**config.mk**
```make
export PLATFORM = sky130hd
export DESIGN_NAME = instruction_fetch_flat
export DESIGN_NICKNAME = d
export VERILOG_FILES = /design/src/rtl/proc_pkg.sv /design/src/rtl/instruction_fetch_if.sv /design/src/rtl/fetch_fifo.sv /design/src/rtl/instruction_fetch.sv /design/src/flat_wrapper.sv
export SDC_FILE = /design/constraint.sdc
export NUM_CORES = 1
export LEC_CHECK = 0
export CAP_MARGIN = 0
export CORE_UTILIZATION = 45
export DETAILED_ROUTE_END_ITERATION = 16
export GPL_ROUTABILITY_DRIVEN = 0
export GPL_TIMING_DRIVEN = 0
export PLACE_DENSITY_LB_ADDON = 0.12
export SETUP_SLACK_MARGIN = 0.1
export SLEW_MARGIN = 20
export SYNTH_ARGS = -nofsm -noshare
export SYNTH_HDL_FRONTEND = slang
export SYNTH_SLANG_ARGS = --single-unit
export TNS_END_PERCENT = 30
```
**constraint.sdc**
```tcl
create_clock -name clock -period 6.5 [get_ports clock]
set_input_delay 0.65 -clock clock [delete_from_list [all_inputs] [get_ports clock]]
set_output_delay 0.65 -clock clock [all_outputs]
set_load 0.01 [all_outputs]
```
**src/rtl/proc_pkg.sv**
```systemverilog
// Shared processor definitions: address/instruction widths, the bit
// positions the decoder uses to split an instruction word, the entry type
// held by the fetch buffer, and a saturating adder for event counters.
package proc_pkg;

   localparam int IMEM_ADDR_W = 12;
   localparam int INST_W      = 32;

   // Instruction field positions (MSB/LSB inclusive)
   localparam int OPCODE_MSB = 31;
   localparam int OPCODE_LSB = 27;
   localparam int RD_MSB     = 26;
   localparam int RD_LSB     = 22;
   localparam int RS_MSB     = 21;
   localparam int RS_LSB     = 17;
   localparam int RT_MSB     = 16;
   localparam int RT_LSB     = 12;
   localparam int SHAMT_MSB  = 11;
   localparam int SHAMT_LSB  = 7;
   localparam int ALUOP_MSB  = 6;
   localparam int ALUOP_LSB  = 2;
   localparam int IMM_MSB    = 16;
   localparam int IMM_LSB    = 0;

   typedef logic [IMEM_ADDR_W-1:0] imem_addr_t;
   typedef logic [INST_W-1:0]      inst_t;

   typedef struct packed {
      inst_t      inst;
      imem_addr_t pc;
   } fetch_entry_t;

   // 32-bit add that sticks at all-ones instead of wrapping
   function automatic logic [31:0] sat_add32(input logic [31:0] a, input logic [31:0] b);
      logic [32:0] s;
      s = {1'b0, a} + {1'b0, b};
      return s[32] ? 32'hFFFF_FFFF : s[31:0];
   endfunction

endpackage

```
**src/rtl/instruction_fetch_if.sv**
```systemverilog
// Fetch-unit bus bundle: instruction-memory request/response channel and the
// instruction hand-off to the decoder.
//   imem_req/imem_addr/imem_gnt : request channel (accepted when req & gnt)
//   imem_rvalid/imem_rdata      : in-order response channel
//   inst_valid/inst_ready       : decoder handshake, inst/inst_pc payload
// master = fetch unit, slave = memory + decoder side.
interface instruction_fetch_if;
   import proc_pkg::*;

   logic       imem_req;
   imem_addr_t imem_addr;
   logic       imem_gnt;
   logic       imem_rvalid;
   inst_t      imem_rdata;
   logic       inst_valid;
   logic       inst_ready;
   inst_t      inst;
   imem_addr_t inst_pc;

   modport master (
      output imem_req, imem_addr, inst_valid, inst, inst_pc,
      input  imem_gnt, imem_rvalid, imem_rdata, inst_ready
   );

   modport slave (
      input  imem_req, imem_addr, inst_valid, inst, inst_pc,
      output imem_gnt, imem_rvalid, imem_rdata, inst_ready
   );

endinterface

```
**src/rtl/fetch_fifo.sv**
```systemverilog
// Instruction buffer: DEPTH-entry circular FIFO of {instruction, pc}.
//   clock, resetn : clock, async active-low reset (pointers/count only)
//   push, wdata   : write an entry
//   pop           : remove the head entry (ignored when empty)
//   flush         : discard all entries; overrides push and pop
//   rdata, empty  : head entry and empty flag
//   occupancy     : number of valid entries
module fetch_fifo
   import proc_pkg::*;
#(
   parameter  int DEPTH = 2,
   localparam int PTR_W = $clog2(DEPTH),
   localparam int CNT_W = $clog2(DEPTH + 1)
) (
   input  logic             clock,
   input  logic             resetn,
   input  logic             push,
   input  fetch_entry_t     wdata,
   input  logic             pop,
   input  logic             flush,
   output fetch_entry_t     rdata,
   output logic             empty,
   output logic [CNT_W-1:0] occupancy
);

   fetch_entry_t     mem_q [DEPTH];
   fetch_entry_t     mem_d [DEPTH];
   logic [PTR_W-1:0] wr_ptr_q, wr_ptr_d;
   logic [PTR_W-1:0] rd_ptr_q, rd_ptr_d;
   logic [CNT_W-1:0] count_q, count_d;
   logic             full;
   logic             do_push;
   logic             do_pop;

   // DEPTH need not be a power of two, so wrap explicitly
   function automatic logic [PTR_W-1:0] ptr_inc(input logic [PTR_W-1:0] p);
      return (p == PTR_W'(DEPTH - 1)) ? '0 : p + PTR_W'(1);
   endfunction

   assign empty     = (count_q == '0);
   assign full      = (count_q == CNT_W'(DEPTH));
   assign do_pop    = pop & ~empty;
   // A full buffer can still take a write when the head leaves this cycle
   assign do_push   = push & (~full | do_pop);
   assign rdata     = mem_q[rd_ptr_q];
   assign occupancy = count_q;

   always_comb begin
      mem_d    = mem_q;
      wr_ptr_d = wr_ptr_q;
      rd_ptr_d = rd_ptr_q;
      count_d  = count_q;
      if (flush) begin
         wr_ptr_d = '0;
         rd_ptr_d = '0;
         count_d  = '0;
      end else begin
         if (do_push) begin
            mem_d[wr_ptr_q] = wdata;
            wr_ptr_d        = ptr_inc(wr_ptr_q);
         end
         if (do_pop) begin
            rd_ptr_d = ptr_inc(rd_ptr_q);
         end
         case ({do_push, do_pop})
            2'b10:   count_d = count_q + CNT_W'(1);
            2'b01:   count_d = count_q - CNT_W'(1);
            default: count_d = count_q;
         endcase
      end
   end

   always_ff @(posedge clock or negedge resetn) begin
      if (!resetn) begin
         wr_ptr_q <= '0;
         rd_ptr_q <= '0;
         count_q  <= '0;
      end else begin
         wr_ptr_q <= wr_ptr_d;
         rd_ptr_q <= rd_ptr_d;
         count_q  <= count_d;
      end
   end

   // Storage is qualified by count, so it needs no reset
   always_ff @(posedge clock) begin
      mem_q <= mem_d;
   end

endmodule

```
**src/rtl/instruction_fetch.sv**
```systemverilog
// Instruction fetch unit. Issues sequential word fetches to instruction
// memory, buffers in-order responses with their addresses, and presents them
// to the decoder. A request is only issued when a buffer slot is guaranteed
// (buffered + in-flight < DEPTH). A redirect flushes the buffer, restarts
// fetch at redirect_pc and discards every response still in flight.
//   clock, resetn      : clock, async active-low reset
//   bus (master)       : imem request/response and decoder handshake
//   redirect/_pc       : taken branch/jump from execute
//   fetched_count      : decoder handshakes        (INSTRUCTION_FETCH_PERF_EN)
//   flushed_count      : discarded responses + flushed entries (same macro)
// Define INSTRUCTION_FETCH_PERF_EN to add the saturating event counters.
module instruction_fetch
   import proc_pkg::*;
#(
   parameter imem_addr_t RESET_PC = 12'd0,
   parameter int         DEPTH    = 2
) (
   input  logic                clock,
   input  logic                resetn,
   instruction_fetch_if.master bus,
   input  logic                redirect,
   input  imem_addr_t          redirect_pc
`ifdef INSTRUCTION_FETCH_PERF_EN
   ,
   output logic [31:0]         fetched_count,
   output logic [31:0]         flushed_count
`endif
);

   localparam int CNT_W = $clog2(DEPTH + 1);
   localparam logic [CNT_W:0] DEPTH_L = (CNT_W + 1)'(DEPTH);

   imem_addr_t       pc_q, pc_d;
   imem_addr_t       rsp_pc_q, rsp_pc_d;   // address of the next kept response
   logic [CNT_W-1:0] outs_q, outs_d;       // requests granted, not yet answered
   logic [CNT_W-1:0] drop_q, drop_d;       // in-flight responses to discard

   logic [CNT_W-1:0] occupancy;
   logic [CNT_W:0]   credit_sum;
   logic             grant;
   logic             rsp_dec;
   logic             discard;
   logic             push;
   logic             pop;
   logic             empty;
   fetch_entry_t     wdata;
   fetch_entry_t     head;

   assign credit_sum   = {1'b0, occupancy} + {1'b0, outs_q};
   // Gated by resetn so no request leaks out while reset is held
   assign bus.imem_req  = resetn & (credit_sum < DEPTH_L);
   assign bus.imem_addr = pc_q;
   assign grant         = bus.imem_req & bus.imem_gnt;
   assign rsp_dec       = bus.imem_rvalid & (outs_q != '0);
   // Responses landing in a redirect cycle belong to the old path as well
   assign discard       = bus.imem_rvalid & (redirect | (drop_q != '0));
   assign push          = bus.imem_rvalid & ~discard;
   assign pop           = bus.inst_ready & ~empty & ~redirect;
   assign wdata         = '{inst: bus.imem_rdata, pc: rsp_pc_q};

   assign bus.inst_valid = ~empty;
   assign bus.inst       = empty ? '0 : head.inst;
   assign bus.inst_pc    = empty ? '0 : head.pc;

   fetch_fifo #(.DEPTH(DEPTH)) u_fifo (
      .clock     (clock),
      .resetn    (resetn),
      .push      (push),
      .wdata     (wdata),
      .pop       (pop),
      .flush     (redirect),
      .rdata     (head),
      .empty     (empty),
      .occupancy (occupancy)
   );

   always_comb begin
      pc_d     = pc_q;
      outs_d   = outs_q;
      drop_d   = drop_q;
      rsp_pc_d = rsp_pc_q;

      if (grant) pc_d = pc_q + 12'd1;
      if (redirect) pc_d = redirect_pc;

      case ({grant, rsp_dec})
         2'b10:   outs_d = outs_q + CNT_W'(1);
         2'b01:   outs_d = outs_q - CNT_W'(1);
         default: outs_d = outs_q;
      endcase

      if (bus.imem_rvalid && (drop_q != '0)) drop_d = drop_q - CNT_W'(1);
      // Everything still in flight after this cycle is old-path traffic,
      // including a grant issued in this very cycle
      if (redirect) drop_d = outs_d;

      // Kept responses are consecutive from the last fetch target
      if (push) rsp_pc_d = rsp_pc_q + 12'd1;
      if (redirect) rsp_pc_d = redirect_pc;
   end

   always_ff @(posedge clock or negedge resetn) begin
      if (!resetn) begin
         pc_q     <= RESET_PC;
         rsp_pc_q <= RESET_PC;
         outs_q   <= '0;
         drop_q   <= '0;
      end else begin
         pc_q     <= pc_d;
         rsp_pc_q <= rsp_pc_d;
         outs_q   <= outs_d;
         drop_q   <= drop_d;
      end
   end

`ifdef INSTRUCTION_FETCH_PERF_EN
   logic [31:0] fetched_count_q, fetched_count_d;
   logic [31:0] flushed_count_q, flushed_count_d;
   logic [31:0] flush_inc;

   always_comb begin
      flush_inc       = (redirect ? 32'(occupancy) : 32'd0) + 32'(discard);
      fetched_count_d = sat_add32(fetched_count_q, 32'(pop));
      flushed_count_d = sat_add32(flushed_count_q, flush_inc);
   end

   always_ff @(posedge clock or negedge resetn) begin
      if (!resetn) begin
         fetched_count_q <= '0;
         flushed_count_q <= '0;
      end else begin
         fetched_count_q <= fetched_count_d;
         flushed_count_q <= flushed_count_d;
      end
   end

   assign fetched_count = fetched_count_q;
   assign flushed_count = flushed_count_q;
`endif

endmodule

```
**src/flat_wrapper.sv**
```systemverilog
// flat-port wrapper written by rule: the top's interface ports become plain ports
module instruction_fetch_flat import proc_pkg::*;
#(
   parameter imem_addr_t RESET_PC = 12'd0,
   parameter int         DEPTH    = 2
)
  (clock, resetn, redirect, redirect_pc, bus_imem_req, bus_imem_addr, bus_inst_valid, bus_inst, bus_inst_pc, bus_imem_gnt, bus_imem_rvalid, bus_imem_rdata, bus_inst_ready);
  instruction_fetch_if bus_i ();
  input  logic clock;
  input  logic resetn;
  input  logic redirect;
  input  imem_addr_t redirect_pc;
  output wire logic [$bits(bus_i.imem_req)-1:0] bus_imem_req;
  output wire logic [$bits(bus_i.imem_addr)-1:0] bus_imem_addr;
  output wire logic [$bits(bus_i.inst_valid)-1:0] bus_inst_valid;
  output wire logic [$bits(bus_i.inst)-1:0] bus_inst;
  output wire logic [$bits(bus_i.inst_pc)-1:0] bus_inst_pc;
  input wire logic [$bits(bus_i.imem_gnt)-1:0] bus_imem_gnt;
  input wire logic [$bits(bus_i.imem_rvalid)-1:0] bus_imem_rvalid;
  input wire logic [$bits(bus_i.imem_rdata)-1:0] bus_imem_rdata;
  input wire logic [$bits(bus_i.inst_ready)-1:0] bus_inst_ready;
  assign bus_imem_req = bus_i.imem_req;
  assign bus_imem_addr = bus_i.imem_addr;
  assign bus_inst_valid = bus_i.inst_valid;
  assign bus_inst = bus_i.inst;
  assign bus_inst_pc = bus_i.inst_pc;
  assign bus_i.imem_gnt = bus_imem_gnt;
  assign bus_i.imem_rvalid = bus_imem_rvalid;
  assign bus_i.imem_rdata = bus_imem_rdata;
  assign bus_i.inst_ready = bus_inst_ready;
  instruction_fetch #(.RESET_PC(RESET_PC), .DEPTH(DEPTH)) u_core (.clock(clock), .resetn(resetn), .bus(bus_i), .redirect(redirect), .redirect_pc(redirect_pc));
endmodule
```
==> results of run 1 <==
## cells in the mapped netlist, drive strengths merged, types with 7 or more instances
library cell  instances
xor2                  8
xnor2                16
inv                   7
dfrtp                32
mux2i                45
buf                   7
nand2                13
edfxtp               88
nor2                 56
mux2                 12
nand4                 8
nand3                 7
## worst max-delay path: stages, from the launching register on
cell             delay, ns
dfrtp_1               0.46
nor2_1                0.62
clkbuf_1              0.43
nor2_1                0.14
clkdlybuf4s50_1       0.50
## final timing paths
| path | end | depth (start not counted) |
|---|---|---|
| worst min register to register | u_core.u_fifo.mem_q[11] | 0 |
| max in group asynchronous | u_core.u_fifo.wr_ptr_q | 2 |
| worst max register to register | u_core.drop_q[1] | 9 |
| min in group clock | u_core.u_fifo.mem_q[11] | 0 |
| worst max-delay path | bus_inst_pc[10] | 4 |
| worst min-delay path | u_core.bus.imem_addr[4] | 1 |
## kinds of logic (layout without fill, tap and decap cells)
family / count (synthesis) / after routing / share of synthesized area
AOI/OAI and AO/OA: 24 / 24 / 0.0323
muxes: 57 / 57 / 0.115
buffers and inverters: 20 / 171 / 0.0162
adders and majority gates: 5 / 5 / 0.0138
and+or+nand+nor: 112 / 112 / 0.104
DFF: 120 / 120 / 0.677
xor gates and xnor gates: 24 / 24 / 0.0414
## layer usage
layer  track usage  wire length (um)
met2         0.318              5130
met4        0.0656               121
met1         0.216              4200
met5             0                 0
met3        0.0609               584
## per-stage QoR
stage / area [um2] / utilization
final: 7090 / 0.648
after global routing: 7090 / 0.648
after CTS: 7090 / 0.648
after detailed placement: 6460 / 0.591
after global placement: 6330 / 0.579
after floorplan: 5080 / -
## flip-flops by register name, summed over array words and instances, names as in the netlist
register,cells
u_core.u_fifo.wr_ptr_q,1
u_core.rsp_pc_q,12
u_core.u_fifo.rd_ptr_q,1
u_core.u_fifo.occupancy,2
u_core.u_fifo.mem_q,88
u_core.outs_q,2
u_core.drop_q,2
u_core.bus.imem_addr,12
## report_power, final
part | leakage [nW] | internal, mW | switching [mW]
registers | 1.17 | 0.917 | 0.0562
logic | 1.04 | 0.275 | 0.258
clock network | 0.313 | 0.646 | 0.312
## area by class of cell
class | count | area, um2 | share of cell area
Sequential cell | 120 | 3440 | 0.486
Multi-Input combinational cell | 222 | 1570 | 0.221
Timing Repair Buffer | 119 | 1190 | 0.168
Clock buffer | 28 | 581 | 0.0819
Tap cell | 140 | 175 | 0.0247
Buffer | 13 | 56.3 | 0.00794
Clock inverter | 4 | 47.5 | 0.00671
Inverter | 7 | 26.3 | 0.00371
==> metrics.txt, run 1 <==
Post-Layout Cell Count roughly 650; worst setup skew after layout 0.00892 ns; initial antenna violation count 0; Synth Instances 362; P_leak 2.52 nW; top cells by area, synth edfxtp_1 (52%), dfrtp_1 (16%), mux2i_1 (8.9%), nor2_1 (4.1%), xnor2_1 (2.8%); Avg Cell Area, Syn 14.0 um2; PortBufs 107; GRT Overall Usage 0.185; Max Fclk a little over 300 MHz; R2R Setup Slk 3.82 ns; Critical Path AT 2.58 ns; DRT iter0 DRCs between 100 and 150; die height 108 um; #FFs+latches synth 120; PwrDens 348 mW/mm2; fin crit share 0.497; area added between synthesis and finish 39.4%; worst path required time 5.85 ns; I/O pins approximately 110; pre-CTS WS 3.30 ns; cts hold-fix bufs 0; postcts setup bufs 0; Hold Path Class input port to asynchronous set/reset pin; Max VDD drop 0.183 mV; Finish-stage setup viols 0; ys async rst share 0.267; minimum clock period 3.23 ns; number of core rows 38; CTS buffer count 17; largest net degree at the start of global routing 19; mapped cell area 0.00508 mm2; synth warn 0; post-synth top area share 0.520; CP startpoint u_core.u_fifo.occupancy[1]; Die ar. 0.0117 mm2; routed wire length per instance ~15 um; status finished, final reports clean; H-tree depth 4; Worst-path clk slew 0.05 ns; first-pass GRT wire length 16.0 mm; crit end category primary output; drt pass-1 iters 4; clock buffer depth 2; CTS tree yes; Final #Nets 555; most frequent cells in the layout clkdlybuf4s50_1 (106), edfxtp_1 (88), nor2_1 (56); synth unique cells 35; worst slew pin tran 0.868 ns; Crit Path Max Fanout 10; ys flop type edfxtp_1; post-cts gate resize count 0; starting density of the core 0.465; share of layout cells above drive strength 1 0.123; Final Hold Vio Count 0; sequential cell area fraction in the yosys report 0.677; core outline area ~0.011 mm2; hold_ws around 0.18 ns; placed cell count around 620; final WL 10.0 mm; Post-DRT Antenna Nets 0; ant diodes 0; Slew HR 0.414; dpl hpwl 7.23 mm; Synth Net Count ~420; GRT overflow 0; Post-synth EDFFs slightly below 90; Clock Latency Late Sink slightly above 0.4 ns; Layout fillers about 850; final worst slack 3.27 ns; Startpoint Class register; RSZ-0062 raised after global routing false; clk root buf clkbuf_16; DR vias/cell 5.06; final slew viol count 0; sum of negative setup slack 0 ns; # DRC 0; crit path kind register to primary output; most common cell after layout, fill and taps aside clkdlybuf4s50_1; Pwr Total about 2.5 mW; clock sinks 120; maxcap violations 0; vias in the first global route approximately 3,300; DR vias 3,303; largest area contributor in the netlist edfxtp_1; Die X 108 um; Worst R2R Start u_core.u_fifo.occupancy[0]
Note: power is estimated with default switching activity, not from simulation.
==> run 2, diff against run 1 <==
==> constraint.sdc (replaced) <==
create_clock -name clock -period 2.75 [get_ports clock]
set_input_delay 0.275 -clock clock [delete_from_list [all_inputs] [get_ports clock]]
set_output_delay 0.275 -clock clock [all_outputs]
set_load 0.01 [all_outputs]
==> metrics.txt, run 2 (synthesis results as in run 1) <==
Max Fclk 392 MHz; Psw approximately 1.5 mW; routed wire length per instance 15.3 um; crit path kind register to primary output; Clk pwr share 0.380; DRT iter0 DRCs 112; register cell area after layout 0.00344 mm2; initial antenna violation count 0; Crit Path Max Fanout 5; Logic pwr share 0.224; Die X 108 um; dpl hpwl between 6 and 7 mm; Pwr Total ~5.8 mW; DR vias/cell approximately 5.0; Slowest cell on crit path clkdlybuf4s50_1; Startpoint Class register; worst slew pin tran between 0.8 and 0.9 ns; final WL 10.0 mm; core outline area between 0.01 and 0.015 mm2; share of layout cells above drive strength 1 0.131; Core Util, Final 0.652; GRT Overall Usage 0.180; most common cell after layout, fill and taps aside clkdlybuf4s50_1; hold_ws between 0.2 and 0.25 ns; multi-input logic area approximately 0.0016 mm2; fin area 0.00713 mm2; worst setup skew after layout 0.00879 ns; Int Power 4.29 mW; clock buffer depth 2; clock sinks 120; Clock Latency Late Sink 0.41 ns; largest net degree at the start of global routing 33; Layout fillers between 800 and 900; first-pass GRT wire length 15.6 mm; GRT overflow 0; Finish-stage setup viols 0; Post-Layout Cell Count 653; number of core rows 38; status finished, final reports clean; Sw Ratio 0.261; most frequent cells in the layout clkdlybuf4s50_1 (106), edfxtp_1 (88), nor2_1 (55); Final #Nets 555; fin crit share 0.929; P_leak 2.53 nW; worst path required time 2.48 ns; placed cell count 616; ant diodes 0; final slew viol count 0; H-tree depth 4; clk root buf clkbuf_16; I/O pins roughly 110; Die ar. 0.0117 mm2; Final Hold Vio Count 0; # DRC 0; Slew HR 0.432; drt pass-1 iters 4; Top reg by flops u_core.u_fifo.mem_q; Critical Path AT 2.28 ns; vias in the first global route 3,076; CTS tree yes; minimum clock period 2.55 ns; number of flip-flops in the largest register 88; CTS buffer count 17; RSZ-0062 raised after global routing false; Post-DRT Antenna Nets 0; CP max stage delay 0.56 ns; maxcap violations 0; crit end category primary output; crit-path cells and2_1 -> fa_1 -> nor3b_1 -> clkdlybuf4s50_1; DR vias 3,271; die height 108 um; DP Area around 0.0065 mm2; Max VDD drop 0.472 mV; PortBufs 107; Hold Path Class input port to asynchronous set/reset pin; sequential share of power 0.396; PwrDens 815 mW/mm2; area added between synthesis and finish 40.2%; starting density of the core 0.465; Worst-path clk slew 0.06 ns
run 2: power by group through the flow:
| stage | sequential (mW) | clock [mW] | combinational (mW) |
|---|---|---|---|
| 6_report | 2.30 | 2.21 | 1.30 |
| 5_1_grt | 2.32 | 2.34 | 1.42 |
| 4_1_cts | 2.30 | 2.25 | 1.29 |
| 3_5_place_dp | 2.33 | 0 | 1.28 |
| 3_3_place_gp | 2.33 | 0 | 1.22 |
| 2_1_floorplan | 2.32 | 0 | 0.703 |
run 2: area by class of cell:
| cell class | instances | area share |
|---|---|---|
| Clock buffer | 25 | 0.0801 |
| Sequential cell | 120 | 0.483 |
| Tap cell | 140 | 0.0246 |
| Inverter | 7 | 0.00369 |
| Timing Repair Buffer | 119 | 0.170 |
| Buffer | 13 | 0.00896 |
| Clock inverter | 7 | 0.00650 |
| Multi-Input combinational cell | 222 | 0.223 |
run 2: worst max-delay path: cells and delay by family, from the launching register on:
kind | cells | cell delay, ns
fa+ha+maj | 1 | 0.46
buf+inv | 1 | 0.56
flops | 1 | 0.45
simple gates | 2 | 0.41
run 2: worst paths after layout:
kind,from,endpoint,slack (ns),cells after the start
setup reg to reg,u_core.u_fifo.occupancy[0],u_core.drop_q[1],0.21,9
hold reg to reg,u_core.rsp_pc_q[11],u_core.u_fifo.mem_q[11],0.50,0
max in group asynchronous,resetn,u_core.u_fifo.occupancy[0],2.15,3
min in group clock,bus_imem_rdata[17],u_core.u_fifo.mem_q[29],0.45,1
hold / removal,resetn,u_core.bus.imem_addr[5],0.21,2
setup / recovery,u_core.u_fifo.occupancy[0],bus_imem_req,0.20,4
run 2: routing by layer:
layer	GRT usage	vias to the layer above	share of wire
met3	0.0470	7	0.054
met2	0.293	93	0.49
met5	0	-	0
li1	-	1609	-
met4	0.0724	0	0.0078
met1	0.230	1562	0.44
run 2: stage by stage:
stage	setup slack (ns)	setup TNS, ns
after global routing	0.100	0
after detailed placement	0.0829	0
after floorplan	-0.441	-19.42
after CTS	0.0350	0
after global placement	-1.73	-118.78
final	0.196	0
run 2: repair_timing:
action | in CTS | in global routing
cloned | 0 | 0
resized for setup | 1 | 7
endpoints found under the setup margin | 41 | 44
hold buffers | 1 | 0
buffers inserted | 0 | 4
hold endpoints to repair | 32 | 0
pin swaps | 0 | 1
==> run 3, diff against run 2 <==
--- a/config.mk
+++ b/config.mk
@@ -12,7 +12,6 @@
 export GPL_TIMING_DRIVEN = 0
 export PLACE_DENSITY_LB_ADDON = 0.12
 export SETUP_SLACK_MARGIN = 0.1
-export SLEW_MARGIN = 20
 export SYNTH_ARGS = -nofsm -noshare
 export SYNTH_HDL_FRONTEND = slang
 export SYNTH_SLANG_ARGS = --single-unit
==> metrics.txt, run 3 (synthesis results as in run 1) <==
most frequent cells in the layout clkdlybuf4s50_1 (105), edfxtp_1 (88), nor2_1 (55); P_leak 2.52 nW; Top reg by flops u_core.u_fifo.mem_q; first-pass GRT wire length around 16 mm; Pwr Total ~5.7 mW; worst slew pin tran 1.25 ns; GR Layer Usage met3 0.0500; busiest grt layer met2; Hold Path Class input port to asynchronous set/reset pin; core outline area 0.0109 mm2; GRT Overall Usage 0.179; GRT overflow 0; dpl hpwl 6.78 mm; crit path kind register to register; Final Hold Vio Count 0; DR vias/cell 5.01; Crit Path Max Fanout 10; Final #Nets 552; Die ar. 0.0117 mm2; final slew viol count 0; clock sinks 120; Finish-stage setup viols 0; Critical Path AT roughly 2.9 ns; vias in the first global route 3,125; hold_ws 0.420 ns; clock buffer depth 2; DRT iter0 DRCs 154; grt met1 use 0.232; number of core rows 38; DR vias 3,256; crit end category register; most common cell after layout, fill and taps aside clkdlybuf4s50_1; worst path required time 3.04 ns; routed wire length per instance 15.4 um; met2 global-route usage 0.294; PortBufs about 110; CTS buffer count 17; status finished, final reports clean; Clock Latency Late Sink roughly 0.40 ns; clk root buf clkbuf_16; drt pass-1 iters 4; worst setup skew after layout 0.00614 ns; initial antenna violation count 0; Startpoint Class register; I/O pins roughly 110; number of flip-flops in the largest register 88; CTS tree yes; PwrDens 799 mW/mm2; maxcap violations 0; Die X 108 um; final WL 9.98 mm; Max Fclk roughly 380 MHz; RSZ-0062 raised after global routing true; H-tree depth 4; minimum clock period 2.61 ns; Post-DRT Antenna Nets 0; area added between synthesis and finish 39.4%; ant diodes 0; starting density of the core 0.465; die height 108 um; Worst-path clk slew 0.05 ns; fin crit share 0.950; share of layout cells above drive strength 1 0.122; Slew HR 0.155; Max VDD drop 0.441 mV; largest net degree at the start of global routing 33; # DRC 0
[run 3: cell types whose count changed in the layout (fill, tap and decap cells not counted), moves of 2 or more]
cell       previous run  this run
buf_8                 5         2
buf_16                0         2
buf_6                 2         0
clkbuf_1              6         8
clkbuf_16            21        19
clkinv_2              2         4
clkinv_4              2         0
[run 3: area by class of cell]
class / instances / area [um2]
Sequential cell: 120 / 3440
Tap cell: 140 / 175
Clock buffer: 26 / 542
Multi-Input combinational cell: 222 / 1590
Inverter: 7 / 26.3
Clock inverter: 6 / 32.5
Timing Repair Buffer: 116 / 1220
Fill cell: 863 / 3850
Buffer: 13 / 60.1
[run 3: through the flow]
stage	setup WS [ns]	cell area (um2)	TNS, ns	utilization	cells
after CTS	0.0272	7040	0	0.644	647
after global placement	-1.73	6340	-118.78	0.580	609
after global routing	-0.0161	7090	-0.0161	0.648	650
after detailed placement	-0.101	6430	-3.14	0.588	613
final	0.138	7090	0	0.648	650
after floorplan	-0.441	5100	-19.42	-	362
[run 3: critical path: stages, from the launching register on]
cell and delay [ns]:
dfrtp_2 0.46, and2_1 0.19, fa_1 0.46, and4bb_1 0.30
buf_4 0.18, inv_1 0.10, ha_1 0.21, xnor2_1 0.13
nor2_1 0.06, xor2_1 0.16, mux2_2 0.26
[run 3: worst paths after layout]
check / start / to / slack, ns / cells after the start
worst max-delay path: u_core.u_fifo.occupancy[0] / u_core.drop_q[1] / 0.14 / 10
worst min-delay path: resetn / u_core.bus.imem_addr[4] / 0.42 / 3
worst max register to register: u_core.u_fifo.occupancy[0] / u_core.drop_q[1] / 0.14 / 10
worst min register to register: u_core.rsp_pc_q[11] / u_core.u_fifo.mem_q[55] / 0.50 / 0
max in group asynchronous: resetn / u_core.u_fifo.occupancy[0] / 2.13 / 3
min in group clock: bus_imem_rdata[17] / u_core.u_fifo.mem_q[73] / 0.46 / 1
[run 3: where the power goes]
group,switching (mW),internal [mW]
Clock,0.724,1.35
Sequential,0.137,2.17
Combinational,0.615,0.664
[run 3: repair_timing]
action / CTS / global route
setup endpoints to repair: 41 / 65
gates resized for setup: 2 / 6
buffers inserted: 0 / 3
hold endpoints to repair: 32 / 0
gates cloned: 0 / 0
hold buffers: 2 / 0
pin swaps: 0 / 1
[run 3: per-layer routing]
metal  vias to the layer above  part of all wire  routed length (um)
li1                       1595                 -                   -
met1                      1560              0.45                4510
met2                        91              0.49                4900
met3                        10             0.049                 489
met4                         0            0.0079                  79
met5                         -                 0                   0
==> variant: new RTL, config.mk and constraints of run 1 <==
Change the package constant `INST_W` from 32 to 64.
--- a/src/rtl/proc_pkg.sv
+++ b/src/rtl/proc_pkg.sv
@@ -6,3 +6,3 @@
    localparam int IMEM_ADDR_W = 12;
-   localparam int INST_W      = 32;
+   localparam int INST_W      = 64;
 
Interface: changed (resized bus_imem_rdata and bus_inst); port bits go from 108 to 172. The function was not compared with the original's and may differ.
==> variant against run 1 <==
- fmax decreased by 5.7%
- cell area increased by 45%
- largest power group unchanged
- largest cell class unchanged
- worst setup slack got worse by 0.19 ns
- sequential cell count up 64
- highest routed layer unchanged
- hold slack got worse by 0.14 ns
- routed wire length rose by 53%
- critical path depth increased by 1
- sequential share of layout area up 3.7 points
- area after synthesis is 49% higher
- total power is 27% higher
- first-iteration DRC count rose by 95%
==> variant: results (changes against run 1) <==
* Layout cells sized above 1 at 12.3% (+0.044 points)
* Post-Synth Adder-Cell Area at 0.927% (-0.45 points)
* I/O Buffers at 171 (+60%)
* Worst Skew at 0.00581 ns (-0.00311 ns)
* Synth top area cells: edfxtp_1 60%, dfrtp_1 11%, mux2i_1 10%
* Finished Layout Cells at 934 (+43%)
* Hold WS at 0.0469 ns (-0.137 ns)
* Yosys cell types at 39 (+11%)
* Mux share of post-synthesis cell area at 12.9% (+1.3 points)
* Outcome: complete, no violations
* Final period demand of the worst path at 3.42 ns (+0.195 ns)
* Hpwl dp at 10.9 mm (+51%)
* Capturing point of the worst reg2reg path: u_core.u_fifo.mem_q[43]
* Max reg flops at 152 (+73%)
* R2R setup slack at 3.75 ns (-0.07 ns)
* First-pass GRT wire length at 24.6 mm (+54%)
* CP endpoint: bus_inst_pc[6]
* WL per Instance at 16.5 um (+7.0%)
* ANT cells at 0 (unchanged)
* Measured slew at the worst slew-check pin at 0.728 ns (-0.140 ns)
* Drt first-iter violations at 242 (+95%)
* Fin nets at 788 (+42%)
* Crit path DAT at 2.77 ns (+0.19 ns)
* P_leak at 0.00349 uW (+38%)
* Synth top cells by count: 152 x edfxtp_1, 85 x nor2_1, 78 x mux2i_1, 32 x dfrtp_1, 17 x mux2_2
* First-pass iteration count of the detailed router at 4 (unchanged)
* Synth Area in XOR/XNOR at 3.13% (-1.0 points)
* Reg2Reg Launch Point: u_core.drop_q[0]
* Largest net degree at the start of global routing at 33 (+14)
* CP peak stage delay at 0.54 ns (-0.08 ns)
* Pre-CTS WS at 3.11 ns (-0.195 ns)
* CTS resizes at 0 (unchanged)
* Syn nets at 584 (+40%)
* Sw power at 814 uW (+30%)
* Worst IR drop on VDD at 0.000197 V (+7.5%)
* GRT overflow at 0 (unchanged)
* Synth Area in Compound Gates at 1.34% (-1.9 points)
* Syn_area_per_cell at 15.2 um2 (+8.3%)
* Dpl cell area at 9700 um2 (+50%)
* Placed cells at 902 (+45%)
* Number of global-route vias before repair at 4777 (+45%)
* Register area share after synthesis at 71.0% (+3.3 points)
* Routed vias at 4579 (+39%)
* EDFF count, synth at 152 (+73%)
[variant: cell count changes after synthesis, moves of 6 or more]
cell | before | now
a21boi_0 | 6 | 0
buf_2 | 6 | 14
edfxtp_1 | 88 | 152
mux2i_1 | 45 | 78
nor2_1 | 56 | 85
xor2_1 | 8 | 16
[variant: layout make-up]
cell class	instances	area [um2]
Fill cell	1305	6210
Clock inverter	15	135
Clock buffer	17	425
Timing Repair Buffer	185	1850
Sequential cell	184	5370
Buffer	22	111
Tap cell	220	275
Multi-Input combinational cell	281	2060
Inverter	10	37.5
[variant: metal layers]
metal	track usage, %	up-vias	wire length (um)
met3	3.59	13	547
met2	32.6	115	7930
met4	6.46	0	189
met5	0	-	0
met1	22.7	2215	6700
li1	-	2236	-
[variant: power by group through the flow]
stage                     clock [uW]  combinational (uW)  sequential [uW]
after floorplan                    0                 364             1490
after global placement             0                 650             1500
after detailed placement           0                 686             1480
after CTS                        998                 690             1460
after global routing            1040                 740             1470
final                            978                 679             1460
